==> src/rtl/beaten_pix_filter_pkg.sv <==
// Shared constants for the beaten-pixel filter: default widths, mode bit and threshold.
package beaten_pix_filter_pkg;

  localparam int unsigned ADC_WIDTH_DEF  = 14;
  localparam int unsigned CHANNELS_DEF   = 2;
  localparam int unsigned MAX_REJECT_DEF = 3;
  localparam int unsigned CNT_WIDTH_DEF  = 16;

  // Bit of the upstream MODE_FPGA register that drives ENABLE
  localparam int unsigned MODE_FILTER_EN_BIT = 0;

  localparam logic [ADC_WIDTH_DEF-1:0] LEVEL_DEF = ADC_WIDTH_DEF'(64);

endpackage

==> src/rtl/beaten_pix_cell.sv <==
// One channel decision: accept the sample or replace it with the running reference.
module beaten_pix_cell
  import beaten_pix_filter_pkg::*;
#(
  parameter int unsigned ADC_WIDTH = ADC_WIDTH_DEF
) (
  input  logic [ADC_WIDTH-1:0] x,
  input  logic [ADC_WIDTH-1:0] ref_val,
  input  logic [ADC_WIDTH-1:0] level,
  input  logic                 force_acc,
  output logic [ADC_WIDTH-1:0] pix_c,
  output logic [ADC_WIDTH-1:0] new_ref_c,
  output logic                 beat_c
);

  logic [ADC_WIDTH-1:0] diff;
  logic                 accept;

  // Larger minus smaller so the distance never wraps
  always_comb begin
    diff      = (x >= ref_val) ? (x - ref_val) : (ref_val - x);
    accept    = force_acc || (diff < level);
    pix_c     = accept ? x : ref_val;
    new_ref_c = pix_c;
    beat_c    = !accept;
  end

endmodule

==> src/rtl/beaten_pix_filter.sv <==
// N-channel beaten-pixel corrector: two-stage valid pipeline, reject chain and per-frame stats.
module beaten_pix_filter
  import beaten_pix_filter_pkg::*;
#(
  parameter int unsigned ADC_WIDTH  = ADC_WIDTH_DEF,
  parameter int unsigned CHANNELS   = CHANNELS_DEF,
  parameter int unsigned MAX_REJECT = MAX_REJECT_DEF,
  parameter int unsigned CNT_WIDTH  = CNT_WIDTH_DEF
) (
  input  logic                          CLK,
  input  logic                          RST,
  input  logic                          ENABLE,
  input  logic                          IN_VALID,
  input  logic [CHANNELS*ADC_WIDTH-1:0] IN_DATA,
  input  logic                          LINE_START,
  input  logic                          FRAME_START,
  input  logic [ADC_WIDTH-1:0]          LEVEL,
  output logic                          OUT_VALID,
  output logic [CHANNELS*ADC_WIDTH-1:0] OUT_DATA,
  output logic [CHANNELS-1:0]           OUT_BEAT,
  output logic [CNT_WIDTH-1:0]          BEAT_COUNT
);

  localparam int unsigned DW = CHANNELS * ADC_WIDTH;
  localparam int unsigned RW = $clog2(MAX_REJECT + 1);
  localparam int unsigned PW = $clog2(CHANNELS + 1);
  localparam int unsigned SW = CNT_WIDTH + 1;

  logic                 s1_valid, s1_enable, s1_line, s1_frame;
  logic [DW-1:0]        s1_data;
  logic [ADC_WIDTH-1:0] s1_level;

  logic [ADC_WIDTH-1:0] ref_q;
  logic                 ref_valid_q;
  logic [RW-1:0]        rej_q;
  logic [CNT_WIDTH-1:0] frame_cnt;

  logic [DW-1:0]        filt_data;
  logic [CHANNELS-1:0]  filt_beat;
  logic [PW-1:0]        pop;
  logic [SW-1:0]        cnt_sum;
  logic [CNT_WIDTH-1:0] cnt_next;

  // Stage 1: capture the beat; FRAME_START carries LINE_START behaviour
  always_ff @(posedge CLK or posedge RST) begin
    if (RST) begin
      s1_valid  <= 1'b0;
      s1_data   <= '0;
      s1_level  <= '0;
      s1_enable <= 1'b0;
      s1_line   <= 1'b0;
      s1_frame  <= 1'b0;
    end else begin
      s1_valid <= IN_VALID;
      if (IN_VALID) begin
        s1_data   <= IN_DATA;
        s1_level  <= LEVEL;
        s1_enable <= ENABLE;
        s1_line   <= LINE_START | FRAME_START;
        s1_frame  <= FRAME_START;
      end
    end
  end

  // Serial channel chain: each channel sees the reference left by the previous one
  for (genvar k = 0; k < CHANNELS; k++) begin : g_ch
    logic [ADC_WIDTH-1:0] ref_in, new_ref, pix;
    logic [RW-1:0]        rej_in, rej_out;
    logic                 force_acc, beat;

    if (k == 0) begin : g_first
      assign ref_in    = ref_q;
      assign rej_in    = s1_line ? '0 : rej_q;
      assign force_acc = !ref_valid_q || s1_line || (rej_in == RW'(MAX_REJECT)) ||
                         (s1_level == '0);
    end else begin : g_next
      assign ref_in    = g_ch[k-1].new_ref;
      assign rej_in    = g_ch[k-1].rej_out;
      assign force_acc = (rej_in == RW'(MAX_REJECT)) || (s1_level == '0);
    end

    assign rej_out = beat ? (rej_in + RW'(1)) : '0;

    beaten_pix_cell #(.ADC_WIDTH(ADC_WIDTH)) u_cell (
      .x         (s1_data[k*ADC_WIDTH +: ADC_WIDTH]),
      .ref_val   (ref_in),
      .level     (s1_level),
      .force_acc (force_acc),
      .pix_c     (pix),
      .new_ref_c (new_ref),
      .beat_c    (beat)
    );

    assign filt_data[k*ADC_WIDTH +: ADC_WIDTH] = pix;
    assign filt_beat[k]                        = beat;
  end

  // Replaced-pixel count for this beat and saturating frame accumulation
  always_comb begin
    pop = '0;
    for (int i = 0; i < int'(CHANNELS); i++) begin
      pop = pop + PW'(filt_beat[i]);
    end
    cnt_sum  = {1'b0, frame_cnt} + SW'(pop);
    cnt_next = cnt_sum[CNT_WIDTH] ? '1 : cnt_sum[CNT_WIDTH-1:0];
  end

  // Stage 2: commit chain results, reference state and frame statistics
  always_ff @(posedge CLK or posedge RST) begin
    if (RST) begin
      OUT_VALID   <= 1'b0;
      OUT_DATA    <= '0;
      OUT_BEAT    <= '0;
      BEAT_COUNT  <= '0;
      ref_q       <= '0;
      ref_valid_q <= 1'b0;
      rej_q       <= '0;
      frame_cnt   <= '0;
    end else begin
      OUT_VALID <= s1_valid;
      if (s1_valid) begin
        ref_valid_q <= 1'b1;
        if (s1_enable) begin
          OUT_DATA <= filt_data;
          OUT_BEAT <= filt_beat;
          ref_q    <= g_ch[CHANNELS-1].new_ref;
          rej_q    <= g_ch[CHANNELS-1].rej_out;
        end else begin
          OUT_DATA <= s1_data;
          OUT_BEAT <= '0;
          ref_q    <= s1_data[DW-1 -: ADC_WIDTH];
          rej_q    <= '0;
        end
        if (s1_frame) begin
          BEAT_COUNT <= frame_cnt;
          frame_cnt  <= s1_enable ? CNT_WIDTH'(pop) : '0;
        end else if (s1_enable) begin
          frame_cnt <= cnt_next;
        end
      end
    end
  end

endmodule

==> config.mk <==
export PLATFORM = sky130hd
export DESIGN_NAME = beaten_pix_filter
export DESIGN_NICKNAME = d
export VERILOG_FILES = /design/src/rtl/beaten_pix_filter_pkg.sv /design/src/rtl/beaten_pix_cell.sv /design/src/rtl/beaten_pix_filter.sv
export SDC_FILE = /design/constraint.sdc
export NUM_CORES = 1
export LEC_CHECK = 0
export ABC_AREA = 1
export CORE_UTILIZATION = 45
export CTS_CLUSTER_DIAMETER = 80
export DETAILED_ROUTE_END_ITERATION = 8
export GPL_TIMING_DRIVEN = 1
export PLACE_DENSITY = 0.72
export SYNTH_ARGS = -nofsm -noshare
export SYNTH_HDL_FRONTEND = slang
export SYNTH_HIERARCHICAL = 1
export SYNTH_SLANG_ARGS = --single-unit
==> constraint.sdc <==
create_clock -name CLK -period 8 [get_ports CLK]
set_clock_uncertainty 0.2 [all_clocks]
set_input_delay 1.6 -clock CLK [delete_from_list [all_inputs] [get_ports CLK]]
set_output_delay 1.6 -clock CLK [all_outputs]
set_load 0.01 [all_outputs]
==> impl_results.md <==
- Outcome: finished, final reports clean
- FF+latch count, synth: between 100 and 150
- Static Leak: ~6.4 nW
- Pins Over Slew Limit: 0
- Cell Area, Synth: about 10000 µm²
- Reg clk slew, reported paths: about 60 ps
- Die Y: around 150 µm
- First-pass GRT wire length: a little under 50000 µm
- Cell area power density: between 400 and 500 nW/µm²
- Core Util, Final: between 50% and 60%
- Syn-to-layout area delta: 17.27%
- Comb pwr share: approximately two thirds
- Via density: between 5 and 6
- Internal: ~0.0026 W
- Mapped Avg Cell Area: about 6.9 µm²
- Diodes inserted: 0
- Crit-path slowest cell: ha_1
- Worst-margin pin slew: a little over 1000 ps
- Most frequent cells in the layout: nand2_1 (556), inv_1 (213), nand3_1 (137), dfrtp_1 (126), clkdlybuf4s50_1 (93)
- Vias after detailed routing: 10080
- Total grt overflow: 0
- Post-CTS Hold Buffers: 0
- Clock Tree Buf Depth: 2
- Placed Area: about 11000 µm²
- HP Class: reg -> reg
- Final GP Congestion: 0.9571
- Max FO, Critical Path: 8
- Num ports: between 90 and 100
- Initial core utilization: between 40% and 50%
- Final Power: ~0.0053 W
- Die Area: about 24000 µm²
- Post-route DRC: 0
- Critical Setup Path Class: reg -> reg
- GRT Overall Usage: 26.35%
- WP data required: 8120 ps
- Sw Share: about half
- Drt initial violations: between 600 and 700
- Crit path top cell by count: nand2_1
- Max-cap violations: 0
- Seq/Total Area, Yosys: a little under a third
- Drt first pass iters: 6
- Final #Nets: roughly 1700
- Number of global-route vias before repair: about 9500
- Routed Antenna Nets: 0
- Area of the multi-input gates: ~6200 µm²
- Final Cycle Share: 94.98%
- Setup tns final: 0 ps
- CP arrival: 7720 ps
- Skew-Pair Late Insertion Delay: between 400 and 500 ps
- NetSw: ~0.0027 W
- Max stage delay on crit path: 430 ps
- Synth cell types: between 40 and 50
- CP Capture Type: flip-flop
- Reg power frac: 17.1%
- Worst setup SP type: flip-flop
- Clock root buffer: clkbuf_16
- Core area: around 23000 µm²
- Post-Syn Nets: 1665
- Most common cell after layout, fill and taps aside: nand2_1
- Clock share of power: between 15 and 20%
- CTS tree: done
- Final hold vios: 0
- Pin count of the biggest net entering global routing: 79
- Worst VDD drop: ~0.2 mV
- Number of clock sinks: around 130
- Max_slew headroom: 32.29%
- Hpwl dp: 23600 µm
- H-tree depth: 4
- Layout fillers: approximately 2200
- Fmax: around 130 MHz
- FF/Latch Area: approximately 3200 µm²
- Fin crit period: ~7600 ps
- Final Setup Violations: 0
- Wire per inst: approximately 16 µm
- Num CTS Buffers: 17
- Row count: 55
- Initial antenna violation count: 0
- Port Buffers: 94
- Post-Route WL: ~31000 µm
- Syn. warnings: 6
- Design area: 12270 µm²
- Die Wd: between 150 and 200 µm
- Share of layout cells above drive strength 1: a little over a tenth
- Post-Syn Instances: ~1500
-- cell families after synthesis --
kind of cell / after synthesis / synth area share (%)
muxes: 2 / 0.2152
buffers and inverters: 296 / 12.47
and+or+nand+nor: 843 / 35.90
AOI/OAI and AO/OA: 144 / 7.988
xor gates and xnor gates: 26 / 2.176
DFF: 126 / 30.13
adders and majority gates: 90 / 11.12
-- registers in the layout (all words and copies together) (netlist names) --
| name | count |
|---|---|
| BEAT_COUNT | 16 |
| OUT_DATA | 28 |
| s1_enable | 1 |
| s1_line | 1 |
| s1_valid | 1 |
| s1_level | 14 |
| OUT_BEAT | 2 |
| s1_frame | 1 |
| OUT_VALID | 1 |
| s1_data | 28 |
| g_ch.ref_in | 14 |
| frame_cnt | 16 |
| ref_valid_q | 1 |
| rej_q | 2 |
-- power by group through the flow --
stage | Clock (W) | Combinational (W) | Sequential (W)
2_1_floorplan | 0 | 0.00260 | 0.000887
5_1_grt | 0.000871 | 0.00392 | 0.000918
3_5_place_dp | 0 | 0.00326 | 0.000908
6_report | 0.000832 | 0.00354 | 0.000904
4_1_cts | 0.000841 | 0.00329 | 0.000902
3_3_place_gp | 0 | 0.00323 | 0.000906
-- Yosys cell counts --
cell type	n	area [µm²]
nand2_1	563	2113
inv_1	216	810.8
nand3_1	138	690.7
dfrtp_1	126	3153
ha_1	85	1064
nor2_1	57	214.0
o21ai_0	56	280.3
a21oi_1	39	195.2
buf_4	37	277.8
nand4_1	18	112.6
xor2_1	18	157.7
clkbuf_1	15	56.30
o211ai_1	15	112.6
nand2_2	14	87.58
buf_2	13	65.06
o21ai_1	13	65.06
nor2_4	11	123.9
inv_2	9	33.78
nor2_2	8	50.05
xnor2_1	8	70.07
nand2_4	7	78.83
o21ai_2	6	52.55
fa_1	5	100.1
nand3_2	5	50.05
nor3_1	5	25.02
o21bai_1	5	37.54
a21o_1	4	30.03
nor2_8	4	80.08
and2_1	3	18.77
buf_6	3	33.78
a21oi_2	2	17.52
a21oi_4	2	32.53
mux2_1	2	22.52
nand3_4	2	35.03
nand3b_1	2	15.01
nor4_1	2	12.51
o22ai_1	2	12.51
and2_4	1	8.760
buf_1	1	3.750
buf_12	1	20.02
clkinv_1	1	3.750
nand4_2	1	12.51
nand4_4	1	21.27
or2_2	1	6.260
-- stage by stage --
step           setup WS (ps)  cells  hold slack [ps]
2_1_floorplan          955.2   1527            222.3
3_3_place_gp           137.6   1849            235.1
3_5_place_dp          -63.38   1849            246.3
4_1_cts                19.54   1881            262.5
5_1_grt               -11.83   1892            293.5
6_report               401.9   1892            263.6
-- critical path: cells and delay by family, from the launching register on --
family          cells  cell delay [ps]
compound gates      5              680
fa+ha+maj           8             2470
buf+inv             6              520
flops               1              410
simple gates       31             3180
-- routing by layer --
layer | up-vias | GRT usage [%] | share of wire (%)
met2 | 365 | 44.41 | 47
met4 | 0 | 9.948 | 3.4
met3 | 65 | 5.352 | 6.6
met5 | - | 0 | 0
li1 | 4900 | - | -
met1 | 4746 | 33.21 | 43
-- timing repair --
item / 4_1_cts / 5_1_grt
resized for setup: 1 / 48
setup endpoints to repair: 16 / 16
cloned: 0 / 3
buffers inserted: 0 / 8
pin swaps: 0 / 9
endpoints found under the hold margin: 0 / 0
-- area by class of cell --
cell class,instances,share of cell area [%]
Multi-Input combinational cell,1108,50.47
Sequential cell,126,25.70
Timing Repair Buffer,115,8.973
Inverter,226,6.934
Clock buffer,17,3.467
Tap cell,285,2.906
Clock inverter,15,1.550
-- worst paths after layout --
path,startpoint,to,slack (ps),cells past startpoint
min,ref_valid_q,ref_valid_q,260,2
max,s1_data[0],frame_cnt[9],400,50
max reg2reg,s1_data[0],frame_cnt[9],400,50
max in group asynchronous,RST,s1_level[9],4800,3
min reg2reg,ref_valid_q,ref_valid_q,260,2
min in group asynchronous,RST,BEAT_COUNT[5],1550,2
No activity file was read; power rests on OpenSTA's default activity.
